### config.mk
export PLATFORM = sky130hd
export DESIGN_NAME = hamming_decoder_pipe_flat
export DESIGN_NICKNAME = d
export VERILOG_FILES = /design/src/rtl/hamming_pkg.sv /design/src/rtl/hamming_decoder_pipe_if.sv /design/src/rtl/hamming_syndrome.sv /design/src/rtl/hamming_decoder_pipe.sv /design/src/flat_wrapper.sv
export SDC_FILE = /design/constraint.sdc
export NUM_CORES = 1
export LEC_CHECK = 0
export BUFFER_PORTS_ARGS = -buffer_cell sky130_fd_sc_hd__buf_4
export CAP_MARGIN = 10
export CORE_UTILIZATION = 49
export CTS_CLUSTER_SIZE = 14
export DETAILED_ROUTE_END_ITERATION = 12
export PLACE_DENSITY_LB_ADDON = 0.15
export SLEW_MARGIN = 20
export SYNTH_ARGS = -nofsm -noshare
export SYNTH_HDL_FRONTEND = slang
export SYNTH_SLANG_ARGS = --single-unit
### constraint.sdc
create_clock -name clk -period 2.36 [get_ports clk]
set_input_delay 0.354 -clock clk [delete_from_list [all_inputs] [get_ports clk]]
set_output_delay 0.354 -clock clk [all_outputs]
set_load 0.02 [all_outputs]
### src/rtl/hamming_pkg.sv
// -----------------------------------------------------------------------------
// hamming_pkg
// Shared constants for the Hamming(21,16) encoder/decoder pair.
//   N, K, P        : code length, message length, number of parity bits
//   PARITY_POS     : 1-based code positions of the even-parity bits
//   DATA_POS       : 1-based code position of each message bit m[0..K-1]
//   MAX_POS        : largest syndrome that names a real code position
//   syn_mask(k)    : mask of code bits that contribute to syndrome bit k
// -----------------------------------------------------------------------------
package hamming_pkg;

   localparam int N = 21;
   localparam int K = 16;
   localparam int P = 5;

   localparam int PARITY_POS [P] = '{1, 2, 4, 8, 16};
   localparam int DATA_POS   [K] = '{3, 5, 6, 7, 9, 10, 11, 12,
                                     13, 14, 15, 17, 18, 19, 20, 21};

   localparam logic [P-1:0] MAX_POS = P'(N);

   // Bit i of the mask is set when code position i+1 has bit k set in its
   // index. Parity bit k sits at position 2**k, so it is in its own mask.
   function automatic logic [N-1:0] syn_mask(input int k);
      logic [N-1:0] mask;
      mask = '0;
      for (int i = 0; i < N; i++) begin
         mask[i] = (((i + 1) >> k) & 1) == 1;
      end
      return mask;
   endfunction

endpackage

### src/rtl/hamming_decoder_pipe_if.sv
// -----------------------------------------------------------------------------
// hamming_decoder_pipe_if
// Valid/ready stream bundle around the decoder.
//   e, in_valid / in_ready            : received codeword in
//   m, err_*, out_valid / out_ready   : decoded word and status out
// Modports:
//   master : the environment (drives codewords, consumes results)
//   slave  : the decoder
// -----------------------------------------------------------------------------
interface hamming_decoder_pipe_if;
   import hamming_pkg::*;

   logic [N-1:0] e;
   logic         in_valid;
   logic         in_ready;
   logic [K-1:0] m;
   logic         out_valid;
   logic         out_ready;
   logic         err_corr;
   logic         err_unc;
   logic [P-1:0] err_pos;

   modport master (
      output e, in_valid, out_ready,
      input  in_ready, m, out_valid, err_corr, err_unc, err_pos
   );

   modport slave (
      input  e, in_valid, out_ready,
      output in_ready, m, out_valid, err_corr, err_unc, err_pos
   );

endinterface

### src/rtl/hamming_syndrome.sv
// -----------------------------------------------------------------------------
// hamming_syndrome
// Purely combinational syndrome calculator for the Hamming(21,16) code.
//   e        : 21-bit received codeword, e[i] is code position i+1
//   syndrome : 5-bit syndrome; 0 = clean, 1..21 = position in error,
//              22..31 = not a valid position
// -----------------------------------------------------------------------------
module hamming_syndrome
   import hamming_pkg::*;
(
   input  logic [N-1:0] e,
   output logic [P-1:0] syndrome
);

   for (genvar gi = 0; gi < P; gi++) begin : g_syn
      localparam logic [N-1:0] MASK = syn_mask(gi);
      assign syndrome[gi] = ^(e & MASK);
   end

endmodule

### src/rtl/hamming_decoder_pipe.sv
// -----------------------------------------------------------------------------
// hamming_decoder_pipe
// Two-stage pipelined Hamming(21,16) single-error-correcting decoder with
// valid/ready flow control and saturating error counters.
//   clk, rst  : clock, asynchronous active-high reset
//   bus       : codeword in / decoded word + flags out (slave side)
//   cnt_clr   : synchronous clear of both counters (wins over increment)
//   cnt_corr  : delivered words that had a corrected single-bit error
//   cnt_unc   : delivered words flagged uncorrectable
// Stage 1 holds the codeword and its syndrome; stage 2 holds the corrected
// message and flags, and is the output register.
// -----------------------------------------------------------------------------
module hamming_decoder_pipe
   import hamming_pkg::*;
#(
   parameter int CNT_W = 16
) (
   input  logic                  clk,
   input  logic                  rst,
   hamming_decoder_pipe_if.slave bus,
   input  logic                  cnt_clr,
   output logic [CNT_W-1:0]      cnt_corr,
   output logic [CNT_W-1:0]      cnt_unc
);

   // stage 1
   logic             s1_valid_q, s1_valid_d;
   logic [N-1:0]     s1_code_q,  s1_code_d;
   logic [P-1:0]     s1_syn_q,   s1_syn_d;
   // stage 2 / output
   logic             out_valid_q, out_valid_d;
   logic [K-1:0]     m_q,         m_d;
   logic             corr_q,      corr_d;
   logic             unc_q,       unc_d;
   logic [P-1:0]     pos_q,       pos_d;
   // counters
   logic [CNT_W-1:0] cnt_corr_q,  cnt_corr_d;
   logic [CNT_W-1:0] cnt_unc_q,   cnt_unc_d;

   logic [P-1:0]     syn;
   logic [N-1:0]     flip_mask;
   logic [N-1:0]     code_fixed;
   logic [K-1:0]     data_fixed;
   logic             syn_corr;
   logic             syn_unc;
   logic             s2_adv;
   logic             out_fire;

   hamming_syndrome u_syn (
      .e        (bus.e),
      .syndrome (syn)
   );

   // One-hot flip at the position named by the syndrome. Syndromes 0 and
   // 22..31 match no position, so the word passes through untouched.
   for (genvar gi = 0; gi < N; gi++) begin : g_flip
      assign flip_mask[gi] = (s1_syn_q == P'(gi + 1));
   end

   assign code_fixed = s1_code_q ^ flip_mask;

   for (genvar gi = 0; gi < K; gi++) begin : g_extract
      assign data_fixed[gi] = code_fixed[DATA_POS[gi] - 1];
   end

   assign syn_corr = (s1_syn_q != '0) && (s1_syn_q <= MAX_POS);
   assign syn_unc  = (s1_syn_q > MAX_POS);

   // Stage 2 may load when empty or when its word is being taken now;
   // stage 1 then follows the same rule through s2_adv.
   assign s2_adv       = !out_valid_q || bus.out_ready;
   assign out_fire     = out_valid_q && bus.out_ready;
   assign bus.in_ready = !s1_valid_q || s2_adv;

   always_comb begin
      s1_valid_d  = s1_valid_q;
      s1_code_d   = s1_code_q;
      s1_syn_d    = s1_syn_q;
      out_valid_d = out_valid_q;
      m_d         = m_q;
      corr_d      = corr_q;
      unc_d       = unc_q;
      pos_d       = pos_q;
      cnt_corr_d  = cnt_corr_q;
      cnt_unc_d   = cnt_unc_q;

      if (bus.in_ready) begin
         s1_valid_d = bus.in_valid;
         if (bus.in_valid) begin
            s1_code_d = bus.e;
            s1_syn_d  = syn;
         end
      end

      // Output fields only change when a new word lands, so they hold
      // steady while the consumer stalls.
      if (s2_adv) begin
         out_valid_d = s1_valid_q;
         if (s1_valid_q) begin
            m_d    = data_fixed;
            corr_d = syn_corr;
            unc_d  = syn_unc;
            pos_d  = syn_corr ? s1_syn_q : '0;
         end
      end

      if (out_fire && corr_q && (cnt_corr_q != '1)) begin
         cnt_corr_d = cnt_corr_q + CNT_W'(1);
      end
      if (out_fire && unc_q && (cnt_unc_q != '1)) begin
         cnt_unc_d = cnt_unc_q + CNT_W'(1);
      end
      if (cnt_clr) begin
         cnt_corr_d = '0;
         cnt_unc_d  = '0;
      end
   end

   always_ff @(posedge clk or posedge rst) begin
      if (rst) begin
         s1_valid_q  <= 1'b0;
         s1_code_q   <= '0;
         s1_syn_q    <= '0;
         out_valid_q <= 1'b0;
         m_q         <= '0;
         corr_q      <= 1'b0;
         unc_q       <= 1'b0;
         pos_q       <= '0;
         cnt_corr_q  <= '0;
         cnt_unc_q   <= '0;
      end else begin
         s1_valid_q  <= s1_valid_d;
         s1_code_q   <= s1_code_d;
         s1_syn_q    <= s1_syn_d;
         out_valid_q <= out_valid_d;
         m_q         <= m_d;
         corr_q      <= corr_d;
         unc_q       <= unc_d;
         pos_q       <= pos_d;
         cnt_corr_q  <= cnt_corr_d;
         cnt_unc_q   <= cnt_unc_d;
      end
   end

   assign bus.out_valid = out_valid_q;
   assign bus.m         = m_q;
   assign bus.err_corr  = corr_q;
   assign bus.err_unc   = unc_q;
   assign bus.err_pos   = pos_q;
   assign cnt_corr      = cnt_corr_q;
   assign cnt_unc       = cnt_unc_q;

endmodule

### src/flat_wrapper.sv
// flat-port wrapper written by rule: the top's interface ports become plain ports
module hamming_decoder_pipe_flat import hamming_pkg::*;
#(
   parameter int CNT_W = 16
)
  (clk, rst, cnt_clr, cnt_corr, cnt_unc, bus_e, bus_in_valid, bus_out_ready, bus_in_ready, bus_m, bus_out_valid, bus_err_corr, bus_err_unc, bus_err_pos);
  hamming_decoder_pipe_if bus_i ();
  input  logic clk;
  input  logic rst;
  input  logic cnt_clr;
  output logic [CNT_W-1:0] cnt_corr;
  output logic [CNT_W-1:0] cnt_unc;
  input wire logic [$bits(bus_i.e)-1:0] bus_e;
  input wire logic [$bits(bus_i.in_valid)-1:0] bus_in_valid;
  input wire logic [$bits(bus_i.out_ready)-1:0] bus_out_ready;
  output wire logic [$bits(bus_i.in_ready)-1:0] bus_in_ready;
  output wire logic [$bits(bus_i.m)-1:0] bus_m;
  output wire logic [$bits(bus_i.out_valid)-1:0] bus_out_valid;
  output wire logic [$bits(bus_i.err_corr)-1:0] bus_err_corr;
  output wire logic [$bits(bus_i.err_unc)-1:0] bus_err_unc;
  output wire logic [$bits(bus_i.err_pos)-1:0] bus_err_pos;
  assign bus_i.e = bus_e;
  assign bus_i.in_valid = bus_in_valid;
  assign bus_i.out_ready = bus_out_ready;
  assign bus_in_ready = bus_i.in_ready;
  assign bus_m = bus_i.m;
  assign bus_out_valid = bus_i.out_valid;
  assign bus_err_corr = bus_i.err_corr;
  assign bus_err_unc = bus_i.err_unc;
  assign bus_err_pos = bus_i.err_pos;
  hamming_decoder_pipe #(.CNT_W(CNT_W)) u_core (.clk(clk), .rst(rst), .bus(bus_i), .cnt_clr(cnt_clr), .cnt_corr(cnt_corr), .cnt_unc(cnt_unc));
endmodule
# After elaboration in Yosys (flattened, before gate mapping)
# Cells that the tools add are included.
# word_totals
register_bits	83
latchBits	0
mem_bits_rw	0
mem_bits_ro	0
inputBits	26
out_inout_bits	57
elab_cells	63
memories	0
# classes
n_addsub	2
multipliers	0
div	0
order_cmp	2
eq_ne	23
n_shift	0
mux	5
n_bitwise	1
n_reduce_logical	20
# op_table
operator	n
$reduce_xor A21 Y1	5
$mux W16	4
$eq A5 B4 Y1 const B	8
$add A16 B1 Y16 const B	2
$ne A16 B16 Y1 const B	2
$eq A5 B5 Y1 const B	6
$xor A21 B21 Y21	1
$eq A5 B3 Y1 const B	4
$eq A5 B2 Y1 const B	2
$logic_and A1 B1 Y1	6
$eq A5 B1 Y1 const B	1
$gt A5 B5 Y1 const B	1
$le A5 B5 Y1 const B	1
$mux W5	1
$reduce_bool A5 Y1	1
$reduce_and A2 Y1	2
$reduce_bool A2 Y1	2
$logic_not A1 Y1	2
$logic_or A1 B1 Y1	2

# Logic depth before layout (Yosys ltp)
# depth
ltp_word	5
ltp_mapped	6
ltp_nobuf	6

# Modules after synthesis
# A second synthesis with hierarchy kept.
# hier_totals
hier_cells	408
hier_area_um2	4167.7
# modules_own_cells
mod	n_inst	cells_each	area_per_inst_um2	seq_area_each_um2
hamming_decoder_pipe	1	379	3865.0	1951.9
hamming_syndrome	1	29	302.8	0.0

# Worst setup path before layout
# OpenSTA, ideal clock, no wires.
# synth_timing
path_type	reg2reg
startpoint	register u_core.cnt_corr_q[0], in the netlist u_core.cnt_corr[0]
endpoint	register u_core.cnt_corr_q[1], in the netlist u_core.cnt_corr[1]
setup_ps	132
arrival_time_ps	1792
t_required_ps	2228
setup_slack_ps	436
stages_incl_launch_ff	7
n_path_buf	0
synth_period_minus_slack_ps	1924
path_cell_list	dfrtp_1 ha_1 nand2_1 nor4_2 a21oi_1 mux2i_1 nor2_1
# synth_between
elab_chain_cells	3
word_cells_on_any_way	6
cone_classes	add/sub: 1; eq/ne: 1; mux: 2; reduce/logical: 2
# synth_rtl
element	line	text
start, declared	hamming_decoder_pipe.sv:37	logic [CNT_W-1:0] cnt_corr_q, cnt_corr_d;
start signal, assigned	hamming_decoder_pipe.sv:140	cnt_corr_q <= cnt_corr_d;
$add A16 B1 Y16 / $ne A16 B16 Y1 (equally long branches)	hamming_decoder_pipe.sv:108, hamming_decoder_pipe.sv:107	
$mux W16 / $logic_and A1 B1 Y1 (equally long branches)	hamming_decoder_pipe.sv:107	if (out_fire && corr_q && (cnt_corr_q != '1)) begin
$mux W16 / $reduce_bool A2 Y1 (equally long branches)	-	
# Several ways; a longest one is shown, not always the timed one. The select of a mux whose other input is x is not followed.
# A chain may end at the register's enable or synchronous reset.

# Worst setup path after layout
# layout_timing
startpoint	register u_core.cnt_corr_q[3], in the netlist u_core.cnt_corr[3]
endpoint	register u_core.cnt_corr_q[7], in the netlist u_core.cnt_corr[7]
# Same word-level chain as after synthesis.

==> impl_results.md <==
* CTS Root Cell: clkbuf_8
* Synth area leader: dfrtp_1
* Initial DRC count at 72
* Post-Place Setup Slack at 0.5372 ns
* Worst slew pin tran at 0.6631 ns
* Via density at roughly 5.2
* Main area contributors after synthesis: dfrtp_1 (49%), xnor2_1 (10%), xor2_1 (5.7%), nand2_1 (5.1%), mux2_2 (4.8%)
* Setup bufs post-CTS at 0
* DRT Pass-1 Iters at 4
* Yosys Warn Count at 0
* Crit-path max cell delay at 0.46 ns
* Reg clk slew, reported paths at 0.08 ns
* Post-DP HPWL at 5916 um
* Crit path DAT at 2.12 ns
* Setup TNS at 0 ns
* IO Pins at 83
* Most common cell in the netlist: dfrtp_1
* Worst path top cell family by delay: simple AND/OR/NAND/NOR gates
* Synth top cells by count: dfrtp_1 (78), nand2_1 (54), xnor2_1 (46), nor2_1 (34), o21ai_0 (28)
* Vias in the first global route at between 2000 and 3000
* PnR worst setup slack at approximately 0.52 ns
* Port buffer count at 82
* Worst vdd ir at 0.3560 mV
* Total Wirelength at 8185 um
* Min-delay worst type: input port to async pin
* Post-DR wirelength/cell at 13.94 um
* Yosys cell types at 41
* Final hold vios at 0
* Asr flop ratio synth at 100.0%
* Fillers at ~670
* Sequential share of the synthesized area at 48.98%
* CP startpoint kind: register
* Initial antenna violation count at 0
* CP bufs+invs at 0
* Core area at 7807 sq um
* Syn avg cell area at ~10 sq um
* Max cap viols at 0
* Syn Nets at 426
* Synthesized area at around 4000 sq um
* Final worst path period share at between 70 and 80%
* Layout Nets at 509
* Cells along the critical path: and4_1, or3b_4, or3_1, a21oi_1
* Crit-path max FO at 7
* Outcome: completed
* Pwr/cell area at between 700 and 800 nW/um^2
* Share of the synthesized area in the top cell type at about half
* Crit. End Element: register
* Die Height at a little over 90 um
* Clock sinks at 78
* Clock Path Buffers at 2
* Global route overflow at 0
* GP Congestion at just under 0.8
* Die width at 92.18 um
* Worst path slowest cell: or3b_4
* Via Count at 3047
* Kind of critical path: register to register
* Largest net degree at the start of global routing at 79
* Clock Skew at roughly 0.011 ns
* FP Rows at 32
* First-pass GRT wire length at approximately 14000 um
* GRT Util Overall at between 20% and 30%
* H-tree Lvls at 3
* Top FF cell, synth: dfrtp_1
* Antenna-violating nets left at 0
* Post_cts resized at 0
* Die ar. at 8497 sq um
* Share of layout cells above drive strength 1 at 25.77%
* Synth Instances at 398
* Static Leak at 2.078 nW
* Hold_buf cts at 0
* Area Overhead vs Synth at 23.11%
* Post-synth EDFFs at 0
* DR DRC count at 0
* Max_slew headroom at 55.39%
* Critical Path RT at ~2.6 ns
* Pins Over Slew Limit at 0
* Inserted Clock Buffers at 9
* Antenna diodes at 0
* Total power at 0.003752 W
* Worst-skew pair later-pin latency at 0.36 ns
* Fin crit period at 1.835 ns
* WHS at approximately 0.09 ns
* Max frequency at 544.9 MHz
* CTS tree: yes
* RSZ-0062 raised after global routing: no
* #FFs+latches synth at 78
* Starting density of the core at 51.04%
* Setup Viol. Count Final at 0
metal layers:
metal,part of all wire (%),wire length [um],track usage (%),vias up
met2,49,4009,34.20,73
met3,4.1,339,5.224,14
met5,0,0,0,-
met1,45,3671,26.47,1429
li1,-,-,-,1531
met4,2.0,165,8.724,0
cell usage in the layout, fill, tap and decap left out, types with 8 or more instances in the layout:
master and count:
nand4_1 8, clkbuf_8 10, xnor2_1 46, o21ai_0 28
dfrtp_1 78, nand3_1 18, mux2_2 17, nor3_1 10
xor2_1 26, buf_4 86, nor2_1 34, nand2_1 54
registers in the layout, indices dropped and copies added (netlist names):
name and flops:
u_core.cnt_corr 16, u_core.s1_syn_q 5, u_core.bus.m 16, u_core.bus.err_pos 5, u_core.s1_valid_q 1, u_core.bus.out_valid 1, u_core.bus.err_unc 1, u_core.cnt_unc 16
u_core.s1_code_q 16, u_core.bus.err_corr 1
worst register-to-register path, delay by kind of cell (launching register included):
kind	cells	cell delay, ns
AND/OR/NAND/NOR	3	1.15
AO/OA/AOI/OAI	1	0.17
flip-flops	1	0.45
where the power goes:
part	internal, W	total [W]	switching [W]
Combinational	0.000458	0.000997	0.000539
Sequential	0.00154	0.00177	0.000223
Clock	0.000509	0.000989	0.000480
per-stage QoR:
| stage | util [%] | cells | instance area [sq um] |
|---|---|---|---|
| 5_1_grt | 62.84 | 587 | 4906 |
| 3_3_place_gp | 60.42 | 572 | 4717 |
| 3_5_place_dp | 60.42 | 572 | 4717 |
| 2_1_floorplan | - | 398 | 3985 |
| 4_1_cts | 62.84 | 587 | 4906 |
| 6_report | 62.84 | 587 | 4906 |
path summary, 6_finish.rpt:
| kind | startpoint | endpoint | slack [ns] | cells after the start |
|---|---|---|---|---|
| hold / removal | rst | u_core.bus.m[9] | 0.09 | 3 |
| max in group asynchronous | rst | u_core.bus.err_pos[0] | 1.93 | 3 |
| setup reg to reg | u_core.cnt_corr[3] | u_core.cnt_corr[7] | 0.52 | 4 |
| setup / recovery | u_core.cnt_corr[3] | u_core.cnt_corr[7] | 0.52 | 4 |
| hold reg to reg | u_core.bus.m[4] | u_core.bus.m[4] | 0.49 | 2 |
| min in group clk | bus_in_valid | u_core.s1_valid_q | 0.21 | 2 |
cell type report:
class	count	area, sq um	area share [%]
sequential	78	1952	39.79
multi-input combinational	300	1953	39.81
tap	102	127.6	2.601
inverter	5	18.77	0.3826
clock buffer	11	141.4	2.882
timing repair buffer	87	665.6	13.57
clock inverter	4	47.55	0.9691
cell families after synthesis:
logic type | Yosys count | synth area share [%]
AOI/OAI and AO/OA | 49 | 8.069
DFF | 78 | 48.98
buffers and inverters | 20 | 2.009
and+or+nand+nor | 159 | 19.44
muxes | 18 | 5.055
adders and majority gates | 2 | 0.6278
xor gates and xnor gates | 72 | 15.82
Note: power is estimated with default switching activity, not from simulation.
